`src/rtl/legv8_bus_controller.sv`:
```
// legv8_bus_controller: sequences LEGv8 datapath bus enables and memory accesses with wait states.
// Optional alignment fault checking is compiled in with `define MISALIGN_CHECK_EN.
module legv8_bus_controller #(
    parameter int                    DATA_WIDTH  = 64,
    parameter int                    ADDR_WIDTH  = 32,
    parameter logic [ADDR_WIDTH-1:0] RAM_BASE    = 32'h80000000,
    parameter logic [ADDR_WIDTH-1:0] ROM_BASE    = 32'h60000000,
    parameter int                    RAM_AWIDTH  = 14,
    parameter int                    ROM_AWIDTH  = 14,
    parameter int                    WAIT_CYCLES = 1
) (
    input  logic                  clock,
    input  logic                  reset,
    input  logic                  req,
    input  logic                  AS,
    input  logic [1:0]            DS,
    input  logic                  MW,
    input  logic [1:0]            size,
    input  logic [ADDR_WIDTH-1:0] address,
    output logic [1:0]            addr_en,
    output logic [3:0]            data_en,
    output logic                  ram_cs,
    output logic                  rom_cs,
    output logic                  mem_we,
    output logic                  ready,
    output logic                  fault
);
    typedef enum logic [1:0] {IDLE, WAIT, DONE} state_t;

`ifdef MISALIGN_CHECK_EN
    localparam bit MISALIGN_EN = 1'b1;
`else
    localparam bit MISALIGN_EN = 1'b0;
`endif
    localparam state_t     FIRST    = (WAIT_CYCLES > 0) ? WAIT : DONE;
    localparam logic [3:0] CNT_INIT = 4'((WAIT_CYCLES > 0) ? WAIT_CYCLES - 1 : 0);

    if (WAIT_CYCLES < 0 || WAIT_CYCLES > 15 || DATA_WIDTH < 64 || DATA_WIDTH % 8 != 0) begin : g_param_check
        $error("legv8_bus_controller: WAIT_CYCLES must be 0-15 and DATA_WIDTH a byte multiple of at least 64");
    end

    state_t                  state, state_nx;
    logic [3:0]              cnt;
    logic                    as_q, mw_q;
    logic [1:0]              ds_q, size_q;
    logic [ADDR_WIDTH-1:0]   addr_q;
    logic                    c_as, c_mw;
    logic [1:0]              c_ds, c_size;
    logic [ADDR_WIDTH-1:0]   c_addr, ram_off, rom_off;
    logic [3:0]              ds_hot;
    logic                    act, mem, accept, illegal, mis_raw, misalign, no_cs;
    logic                    ram_hit, rom_hit, unmapped, bad, done;

    // The acceptance cycle works from live inputs; later cycles use the latched word.
    assign c_as   = (state == IDLE) ? AS : as_q;
    assign c_ds   = (state == IDLE) ? DS : ds_q;
    assign c_mw   = (state == IDLE) ? MW : mw_q;
    assign c_size = (state == IDLE) ? size : size_q;
    assign c_addr = (state == IDLE) ? address : addr_q;

    assign ram_off  = c_addr - RAM_BASE;
    assign rom_off  = c_addr - ROM_BASE;
    assign ram_hit  = (ram_off >> RAM_AWIDTH) == '0;
    assign rom_hit  = ((rom_off >> ROM_AWIDTH) == '0) && !ram_hit;
    assign unmapped = !(ram_hit || rom_hit);

    assign mis_raw  = (c_size == 2'b01 && c_addr[0]) ||
                      (c_size == 2'b10 && |c_addr[1:0]) ||
                      (c_size == 2'b11 && |c_addr[2:0]);
    assign misalign = MISALIGN_EN && mis_raw;

    assign act     = !reset && (state != IDLE || req);
    assign mem     = (c_ds == 2'b11) || c_mw;
    assign accept  = (state == IDLE) && req && mem;
    assign illegal = (c_ds == 2'b11) && c_mw;
    assign no_cs   = illegal || misalign;
    assign bad     = no_cs || unmapped || (c_mw && rom_hit);
    assign done    = !reset && (state == DONE);
    assign ds_hot  = 4'b0001 << c_ds;

    // State register, wait counter and control-word latch.
    always_ff @(posedge clock or posedge reset) begin
        if (reset) begin
            state  <= IDLE;
            cnt    <= '0;
            as_q   <= 1'b0;
            ds_q   <= '0;
            mw_q   <= 1'b0;
            size_q <= '0;
            addr_q <= '0;
        end else begin
            state <= state_nx;
            if (accept) begin
                cnt    <= CNT_INIT;
                as_q   <= AS;
                ds_q   <= DS;
                mw_q   <= MW;
                size_q <= size;
                addr_q <= address;
            end else if (state == WAIT && cnt != '0) begin
                cnt <= cnt - 1'b1;
            end
        end
    end

    // Next state and bus/memory control outputs.
    always_comb begin
        state_nx = (state == IDLE) ? (accept ? FIRST : IDLE) :
                   (state == WAIT) ? ((cnt == '0) ? DONE : WAIT) : IDLE;
        addr_en  = '0;
        data_en  = '0;
        ram_cs   = 1'b0;
        rom_cs   = 1'b0;
        mem_we   = 1'b0;
        ready    = 1'b0;
        fault    = 1'b0;
        if (act) begin
            addr_en = c_as ? 2'b10 : 2'b01;
            data_en = !mem ? ds_hot :
                      (no_cs || unmapped) ? 4'b0000 :
                      (c_ds == 2'b11) ? (done ? 4'b1000 : 4'b0000) : ds_hot;
            ram_cs  = mem && !no_cs && ram_hit;
            rom_cs  = mem && !no_cs && rom_hit;
            mem_we  = done && c_mw && !no_cs && ram_hit;
            ready   = !mem || done;
            fault   = done && bad;
        end
    end
endmodule

```
`config.mk`:
```
export PLATFORM = sky130hd
export DESIGN_NAME = legv8_bus_controller
export DESIGN_NICKNAME = d
export VERILOG_FILES = /design/src/rtl/legv8_bus_controller.sv
export SDC_FILE = /design/constraint.sdc
export NUM_CORES = 1
export LEC_CHECK = 0
export BUFFER_PORTS_ARGS = -buffer_cell sky130_fd_sc_hd__buf_2
export CAP_MARGIN = 20
export CORE_ASPECT_RATIO = 0.6
export CORE_UTILIZATION = 39
export DETAILED_ROUTE_END_ITERATION = 10
export GPL_TIMING_DRIVEN = 0
export HOLD_SLACK_MARGIN = 0.06
export PLACE_DENSITY = 0.67
export SETUP_SLACK_MARGIN = 0.1
export SYNTH_ARGS = -nofsm -noshare
export SYNTH_HDL_FRONTEND = slang
export SYNTH_SLANG_ARGS = --single-unit
```
`constraint.sdc`:
```
create_clock -name clock -period 3.8 [get_ports clock]
set_input_delay 0.76 -clock clock [delete_from_list [all_inputs] [get_ports clock]]
set_output_delay 0.76 -clock clock [all_outputs]
set_load 0.01 [all_outputs]
```
* Yosys cells after proc, flatten, opt, wreduce, memory -nomap -nowiden
Cells that the tools add are included.
** Word-level totals
- Register bits :: 42
- Input bits :: 41
- Output and inout port bits :: 11
- Logic and storage cells :: 68
** Cells by class
- Add/subtract/negate cells :: 3
- Equal/unequal tests :: 3
- Shift operators :: 1
- Muxes and demuxes :: 22
- Reduce and logical (&&, ||, !) cells :: 33
** Operators with widths (number)
- $logic_not A32 Y1 :: 2
- $mux W32 :: 1
- $sub A32 B31 Y32 const B :: 1
- $sub A32 B32 Y32 const B :: 1
- $mux W4 :: 7
- $logic_and A1 B1 Y1 :: 15
- $mux W2 :: 6
- $mux W1 :: 8
- $logic_or A1 B1 Y1 :: 6
- $logic_not A1 Y1 :: 5
- $eq A2 B2 Y1 const B :: 2
- $logic_not A4 Y1 :: 1
- $reduce_bool A2 Y1 :: 2
- $reduce_bool A4 Y1 :: 1
- $shl A1 B2 Y4 const A :: 1
- $sub A4 B1 Y4 const B :: 1
- $eq A2 B1 Y1 const B :: 1
- $logic_not A2 Y1 :: 1

* Longest topological paths before layout
Gate-level depths: netlist of run 1.
- Depth after elaboration :: 12
- Gate-level depth with buffers :: 10
- Mapped depth without buffers :: 9

* Worst setup path before layout of run 1
No wires, ideal clock.
- Path type :: reg-to-output
- Start :: reg state[1]
- End :: out data_en[3]
- Arrival :: 1965 ps
- Data required time :: 3040 ps
- Slack :: 1075 ps
- Stages on the path, launching flop included :: 9
- Buffers on the path :: 1
- Path through :: dfrtp_1 -> nor2_1 -> buf_2 -> mux2i_1 -> ha_1 -> o21ai_0 -> a21oi_1 -> nand2_1 -> a21oi_1
** On the way
- Word-level cells in the longest chain between the ends :: 12
- Elaborated cells between the ends (all ways) :: 27
- Classes of those cells :: 2 x add/sub; 2 x eq/ne; 1 x shift; 8 x mux; 14 x reduce/logical
** RTL lines
- start, declared :: RTL line 42 : state_t state, state_nx;
- start signal, assigned :: RTL line 92 : state <= state_nx;
- $logic_not A2 Y1 :: RTL line 56, 57, 59
- $mux W32 :: RTL line 59 : assign c_addr = (state == IDLE) ? address : addr_q;
- $sub A32 B32 Y32 :: RTL line 61 : assign ram_off = c_addr - RAM_BASE;
- $logic_not A32 Y1 :: RTL line 63 : assign ram_hit = (ram_off >> RAM_AWIDTH) == '0;
- $logic_not A1 Y1 :: RTL line 64 : assign rom_hit = ((rom_off >> ROM_AWIDTH) == '0) && !ram_hit;
- $logic_and A1 B1 Y1 :: RTL line 64
- $logic_or A1 B1 Y1 :: RTL line 65 : assign unmapped = !(ram_hit || rom_hit);
- $logic_not A1 Y1 :: RTL line 65
- $logic_or A1 B1 Y1 :: RTL line 120 : (no_cs || unmapped) ? 4'b0000 :
- $mux W4 :: RTL line 120
- $mux W4 :: RTL line 119 : data_en = !mem ? ds_hot :
- $mux W4 * :: RTL line 117 : if (act) begin
- end, declared :: RTL line 21 : output logic [3:0] data_en,
Mark *: on every way between the ends. The rest lies on a longest branch, timed or not.

* Worst setup path after layout of run 1
- Start :: reg state[1]
- End :: out fault
** On the way
- Word-level cells in the longest chain between the ends :: 12
- Elaborated cells between the ends (all ways) :: 24
- Classes of those cells :: 2 x add/sub; 2 x eq/ne; 4 x mux; 16 x reduce/logical
** RTL lines
- $logic_not A2 Y1 :: RTL line 56, 57, 59
- $mux W32 :: RTL line 59
- $sub A32 B32 Y32 :: RTL line 61
- $logic_not A32 Y1 :: RTL line 63
- $logic_not A1 Y1 :: RTL line 64
- $logic_and A1 B1 Y1 :: RTL line 64
- $logic_or A1 B1 Y1 :: RTL line 65
- $logic_not A1 Y1 :: RTL line 65
- $logic_or A1 B1 Y1 (2 in a row) :: RTL line 77 : assign bad = no_cs || unmapped || (c_mw && rom_hit);
- $logic_and A1 B1 Y1 :: RTL line 126 : fault = done && bad;
- $mux W1 * :: RTL line 117
- end, declared :: RTL line 26 : output logic fault
Marked as above.

==> out/qor.yml, run 1 <==
multiInputGateArea_um2: 803
cts_buffers: 3
die_height_um: 51.0
grt_pass1_wl_um: 5770
p_sw_w: 0.000490
drt_first_pass_iters: 4
clockBufferDepth: 2
root_buffer: "clkbuf_8"
clock_sinks: 28
hold_buffers: 0
area_growth_pct: 21.3
rsz0062_at_grt: "no"
tritoncts: "done"
syn_nets: 192
fin_skew_ps: 1.06
postRouteAntennaNets: 0
status: "finished, final reports clean"
cp_common_cell: "buf_2"
crit_buf_inv: 3
post_synth.cell_area_avg_um2: 10.6
ys_types: 36
start_util: 0.417
clk_latency_ps: 270
p_int_w: 0.000838
relSlewSlack: 0.702
timing.final.ws_setup_ps: 445
rr_startpoint: "state[1]$_DFF_PP0_"
setup_viol: 0
period_share: 0.883
worst_ep_arrival_time_ps: 2590
dp_hpwl_um: 2620
yosys_warnings: 0
min_to: "addr_q[15]$_DFFE_PP0P_"
pwr-share-seq: 0.394
layout-drive-gt1-share: 0.316
grt_usage: 0.176
hold_viol: 0
overflow: 0
fin_cells: 234
avgRoutedWirePerCell_um: 14.8
vias: 1251
postPlaceCellArea_mm2: 0.00180
r2r_cells: 9
crit_chain: "nor2_1 > buf_2 > mux2i_1 > inv_1 > ha_1 > nor4_4 > o21ai_2 > o21a_1 > buf_2"
finalPower_w: 0.00133
dieArea_mm2: 0.00427
ir_drop_mv: 0.278
io_buffers: 35
antenna_found_initial: 0
netlist_area_mm2: 0.00156
cts_resized: 0
drt_iter0_drc: 37
min_from: "addr_q[15]$_DFFE_PP0P_"
fillerInstances: 343
critPathKind: "reg -> out"
cts_setup_buffers: 0
maxCapViolations: 0
layout_min_cycle_time_ps: 3350
p_leak_nw: 0.881
ys_seq_elements: 28
critPathTopFamily: "simple AND/OR/NAND/NOR gates"
p_comb_frac: 0.429
cpPeakStageDelay_ps: 430
io_pins: 52
worstMarginPinSlew_ps: 442
gp_congestion: 0.765
cp-start-kind: "register"
swShare: 0.369
viasPerCell: 5.35
htreeDepth: 1
diodes: 0
crit_fanout: 10
grt_pass1_vias: 1253
r2r-end: "addr_q[16]$_DFFE_PP0P_"
rrSetupSlack_ps: 1350
grt_start_max_net_pins: 30
slew_violations: 0
rows: 17
clk_pin_slew_worst_paths_ps: 100
regArea_um2: 701
ys_seq_area_frac: 0.449
drc: 0
placedCellCount: 229
core-area_mm2: 0.00374
critical_path.endpoint_type: "output pin"
fin_nets: 233
place_ws_ps: 649
fmax_ghz: 0.298
required_ps: 3040
synthCells: 147
power_per_cell_area_mw_per_mm2: 701
hold-path-cell-count: 1
cpMaxStageDelayCell: "dfrtp_1"
power.share.clock: 0.177
holdCritPathClass: "reg -> reg"
die_w_um: 83.7
tns_ps: 0
wl_um: 3450
final_area_mm2: 0.00189
==> flip-flops by register name, summed over array words and instances (netlist names) <==
name / flops
mw_q: 1
state: 2
as_q: 1
addr_q: 18
cnt: 4
ds_q: 2
==> cells by family (layout without fill, tap and decap cells) <==
logic type | after synthesis | after routing | synth area share
AND/OR/NAND/NOR | 56 | 56 | 0.216
adder cells (fa/ha/maj) | 4 | 4 | 0.0321
buffers and inverters | 12 | 52 | 0.0369
flip-flops | 28 | 28 | 0.449
multiplexers | 24 | 24 | 0.171
XOR/XNOR | 3 | 3 | 0.0168
AO/OA/AOI/OAI | 20 | 20 | 0.0777
==> worst max-delay path by stage <==
stage	startpoint	end	slack (ps)	cells past startpoint
6_report	state[1]$_DFF_PP0_	fault	450	9
5_1_grt	state[1]$_DFF_PP0_	fault	210	9
4_1_cts	state[1]$_DFF_PP0_	fault	410	9
3_5_place_dp	reset	ram_cs	650	5
3_3_place_gp	reset	ram_cs	740	5
2_1_floorplan	state[1]$_DFF_PP0_	data_en[3]	1070	8
==> synthesized netlist by cell type <==
library cell	count	area, µm²
nor2_1	15	56.3
nand2_1	10	37.5
nor3b_1	1	7.51
mux2_1	16	180
nand2_2	1	6.26
ha_1	4	50.1
nor2_4	1	11.3
xnor2_1	3	26.3
o2111a_1	1	11.3
o21ai_0	2	10.0
mux2_2	6	67.6
o21ai_2	1	8.76
and2_1	1	6.26
a211oi_1	1	7.51
nand4_1	1	6.26
mux2i_1	2	20.0
a31oi_1	2	12.5
nor4_4	1	21.3
nor3_1	1	5.00
nand3_1	6	30.0
buf_2	1	5.00
and3b_1	1	8.76
nand3b_1	3	22.5
a21oi_1	11	55.1
or2_1	1	6.26
buf_4	3	22.5
dfrtp_1	28	701
nand2b_1	3	18.8
nor4_2	4	50.1
o21a_1	1	7.51
nor4_1	3	18.8
or3b_1	1	8.76
or3_1	1	6.26
nor3_2	1	10.0
inv_1	8	30.0
o32ai_1	1	8.76
==> final cells by class <==
cell class              count  area share
plain buffers               4      0.0145
inverters                   8      0.0159
flip-flops and latches     28       0.370
multi-input cells         107       0.424
clock buffers               3      0.0218
repair buffers             36       0.107
clock inverters             1      0.0159
well taps                  47      0.0310
==> power by group through the flow <==
stage          clock (W)  sequential [W]  combinational, W
2_1_floorplan          0        0.000503          0.000440
3_3_place_gp           0        0.000517          0.000540
3_5_place_dp           0        0.000529          0.000571
4_1_cts         0.000242        0.000522          0.000574
5_1_grt         0.000259        0.000541          0.000632
6_report        0.000235        0.000523          0.000570
==> layout by cell type (no fill, tap or decap), types with 2 or more instances in the layout <==
cell and instances:
buf_2 36, dfrtp_1 28, nor4_1 3, mux2_2 6
inv_1 8, a31oi_1 2, nand3b_1 3, o21ai_0 2
a21oi_1 11, mux2_1 16, ha_1 4, xnor2_1 3
nand2b_1 3, nor2_1 15, nor4_2 4, nand2_1 10
buf_4 3, clkbuf_8 3, mux2i_1 2, nand3_1 6
==> per-stage QoR <==
step           hold WS (ps)  utilization
6_report                490        0.506
5_1_grt                 512        0.506
4_1_cts                 500        0.499
3_5_place_dp            477        0.480
3_3_place_gp            460        0.480
2_1_floorplan           449            -
==> per-layer routing <==
layer	vias to the layer above	GRT usage	wire length [µm]
li1	606	-	-
met1	602	0.230	1750
met2	39	0.287	1500
met3	4	0.0501	182
met4	0	0.0508	27
met5	-	0	0
Power figures use the tool's default switching activity.
==> run 2, diff against run 1 <==
--- a/config.mk
+++ b/config.mk
@@ -7,7 +7,7 @@
 export LEC_CHECK = 0
 export BUFFER_PORTS_ARGS = -buffer_cell sky130_fd_sc_hd__buf_2
 export CAP_MARGIN = 20
-export CORE_ASPECT_RATIO = 0.6
+export CORE_ASPECT_RATIO = 1.75
 export CORE_UTILIZATION = 39
 export DETAILED_ROUTE_END_ITERATION = 10
 export GPL_TIMING_DRIVEN = 0
==> run 2 against run 1 <==
  * Sequential power about the same
  * Clock power down 34%
  * Largest power group unchanged
  * Largest cell class unchanged
  * Non-clock buffer count unchanged
  * Worst hold slack worse by 5.6 ps
  * Global-route usage down 2.0 points
==> out/qor.yml, run 2 (synthesis results as in run 1) <==
status: "finished, final reports clean"
hold_buffers: 0  # unchanged
regArea_um2: 701  # unchanged
io_buffers: 35  # unchanged
holdCritPathClass: "reg -> reg"
mostFrequentLayoutCells: "buf_2, dfrtp_1, mux2_1"
hold_viol: 0  # unchanged
critical_path.endpoint_type: "output pin"
required_ps: 3040  # about the same
rsz0062_at_grt: "no"
antenna_found_initial: 0  # unchanged
clk_latency_ps: 270  # about the same
vias: 1217  # -2.7%
grt_start_max_net_pins: 30  # unchanged
htreeDepth: 1  # unchanged
crit_fanout: 10  # unchanged
grt_use_met2: 0.289  # +0.00143
io_pins: 52  # unchanged
slew_violations: 0  # unchanged
drt_first_pass_iters: 4  # unchanged
fmax_ghz: 0.305  # +2.4%
layout_min_cycle_time_ps: 3280  # -79.1 ps
overflow: 0  # unchanged
drc: 0  # unchanged
period_share: 0.862  # -0.0208
clk_pin_slew_worst_paths_ps: 90  # about the same
drt_iter0_drc: 26  # -30%
gp_congestion: 0.719  # -6.0%
p_leak_nw: 0.867  # -1.6%
timing.final.ws_setup_ps: 524  # +79.1 ps
clockBufferDepth: 2  # unchanged
largestRegisters: "addr_q (18), cnt (4)"
largest-register: "addr_q"
die_height_um: 85.7  # +68%
cts_resized: 0  # unchanged
root_buffer: "clkbuf_8"
fillerInstances: 384  # +12%
fin_skew_ps: 4.02  # +2.95 ps
critPathKind: "reg -> out"
tritoncts: "done"
maxCapViolations: 0  # unchanged
setup_viol: 0  # unchanged
power_per_cell_area_mw_per_mm2: 657  # -6.3%
hold_ws_ps: 484  # -5.63 ps
final_common_cell: "buf_2"
area_growth_pct: 19.5
dp_hpwl_um: 2340  # -11%
worst_ep_arrival_time_ps: 2520  # -70 ps
avgRoutedWirePerCell_um: 12.6  # -15%
grt.busiest_layer: "met2"
viasPerCell: 5.20  # -2.7%
cp-start-kind: "register"
relSlewSlack: 0.740  # +0.0372
die_w_um: 49.8  # -40%
worstMarginPinSlew_ps: 387  # -55.4 ps
start_util: 0.404  # -0.0132
layout-drive-gt1-share: 0.312  # -0.00368
core-area_mm2: 0.00387  # +3.3%
diodes: 0  # unchanged
grt_pass1_vias: 1196  # -4.5%
largest_reg_flops: 18  # unchanged
cts_buffers: 3  # unchanged
place_ws_ps: 735  # +86.4 ps
dieArea_mm2: 0.00427  # about the same
use_met1: 0.180  # -0.0497
multiInputGateArea_um2: 803  # unchanged
postRouteAntennaNets: 0  # unchanged
wl_um: 2950  # -15%
cts_setup_buffers: 0  # unchanged
clock_sinks: 28  # unchanged
fin_nets: 233  # unchanged
grt_pass1_wl_um: 5140  # -11%
ir_drop_mv: 0.390  # +41%
rows: 30  # +13
tns_ps: 0  # unchanged
grt_usage: 0.156  # -0.0201
grt_util_met3: 0.0106  # -0.0394
[run 2: changes by cell type in the layout (fill, tap and decap cells not counted), sizes merged]
| cell | delta |
|---|---|
| bufinv | -1 |
[run 2: report_power, final]
| group | switching [W] | internal, W |
|---|---|---|
| sequential | 0.0000884 | 0.000431 |
| clock | 0.0000852 | 0.0000711 |
| combinational | 0.000284 | 0.000266 |
[run 2: critical path: stages, from the launching register on]
cell	delay, ps
dfrtp_1	420
nor2_1	170
buf_2	260
mux2i_1	310
inv_1	70
ha_1	240
nor4_4	320
o21ai_2	120
o21a_1	190
buf_2	130
[run 2: through the flow]
| stage | cell area, µm² | cells | util | total power, W |
|---|---|---|---|---|
| 2_1_floorplan | 1560 | 147 | - | 0.000943 |
| 3_3_place_gp | 1800 | 230 | 0.465 | 0.00107 |
| 3_5_place_dp | 1800 | 230 | 0.465 | 0.00108 |
| 4_1_cts | 1840 | 233 | 0.475 | 0.00124 |
| 5_1_grt | 1870 | 234 | 0.483 | 0.00133 |
| 6_report | 1870 | 234 | 0.483 | 0.00123 |
[run 2: worst paths after layout]
path / start / to / slack (ps) / cells past startpoint
worst max-delay path: state[1]$_DFF_PP0_ / fault / 520 / 9
worst min-delay path: addr_q[16]$_DFFE_PP0P_ / addr_q[16]$_DFFE_PP0P_ / 480 / 1
worst max register to register: state[1]$_DFF_PP0_ / addr_q[29]$_DFFE_PP0P_ / 1440 / 9
worst min register to register: addr_q[16]$_DFFE_PP0P_ / addr_q[16]$_DFFE_PP0P_ / 480 / 1
max in group asynchronous: reset / addr_q[20]$_DFFE_PP0P_ / 2850 / 3
min in group asynchronous: reset / cnt[2]$_DFFE_PP0P_ / 510 / 2
[run 2: cell type report]
type	instances	area share
Multi-Input combinational cell	107	0.431
Sequential cell	28	0.376
Timing Repair Buffer	36	0.109
Tap cell	48	0.0322
Clock buffer	3	0.0221
Inverter	8	0.0161
Buffer	4	0.0148
[run 2: metal layers]
metal / vias to the layer above / wire length, µm
met4: 0 / 54
met3: 5 / 95
li1: 603 / -
met5: - / 0
met1: 576 / 1220
met2: 33 / 1580
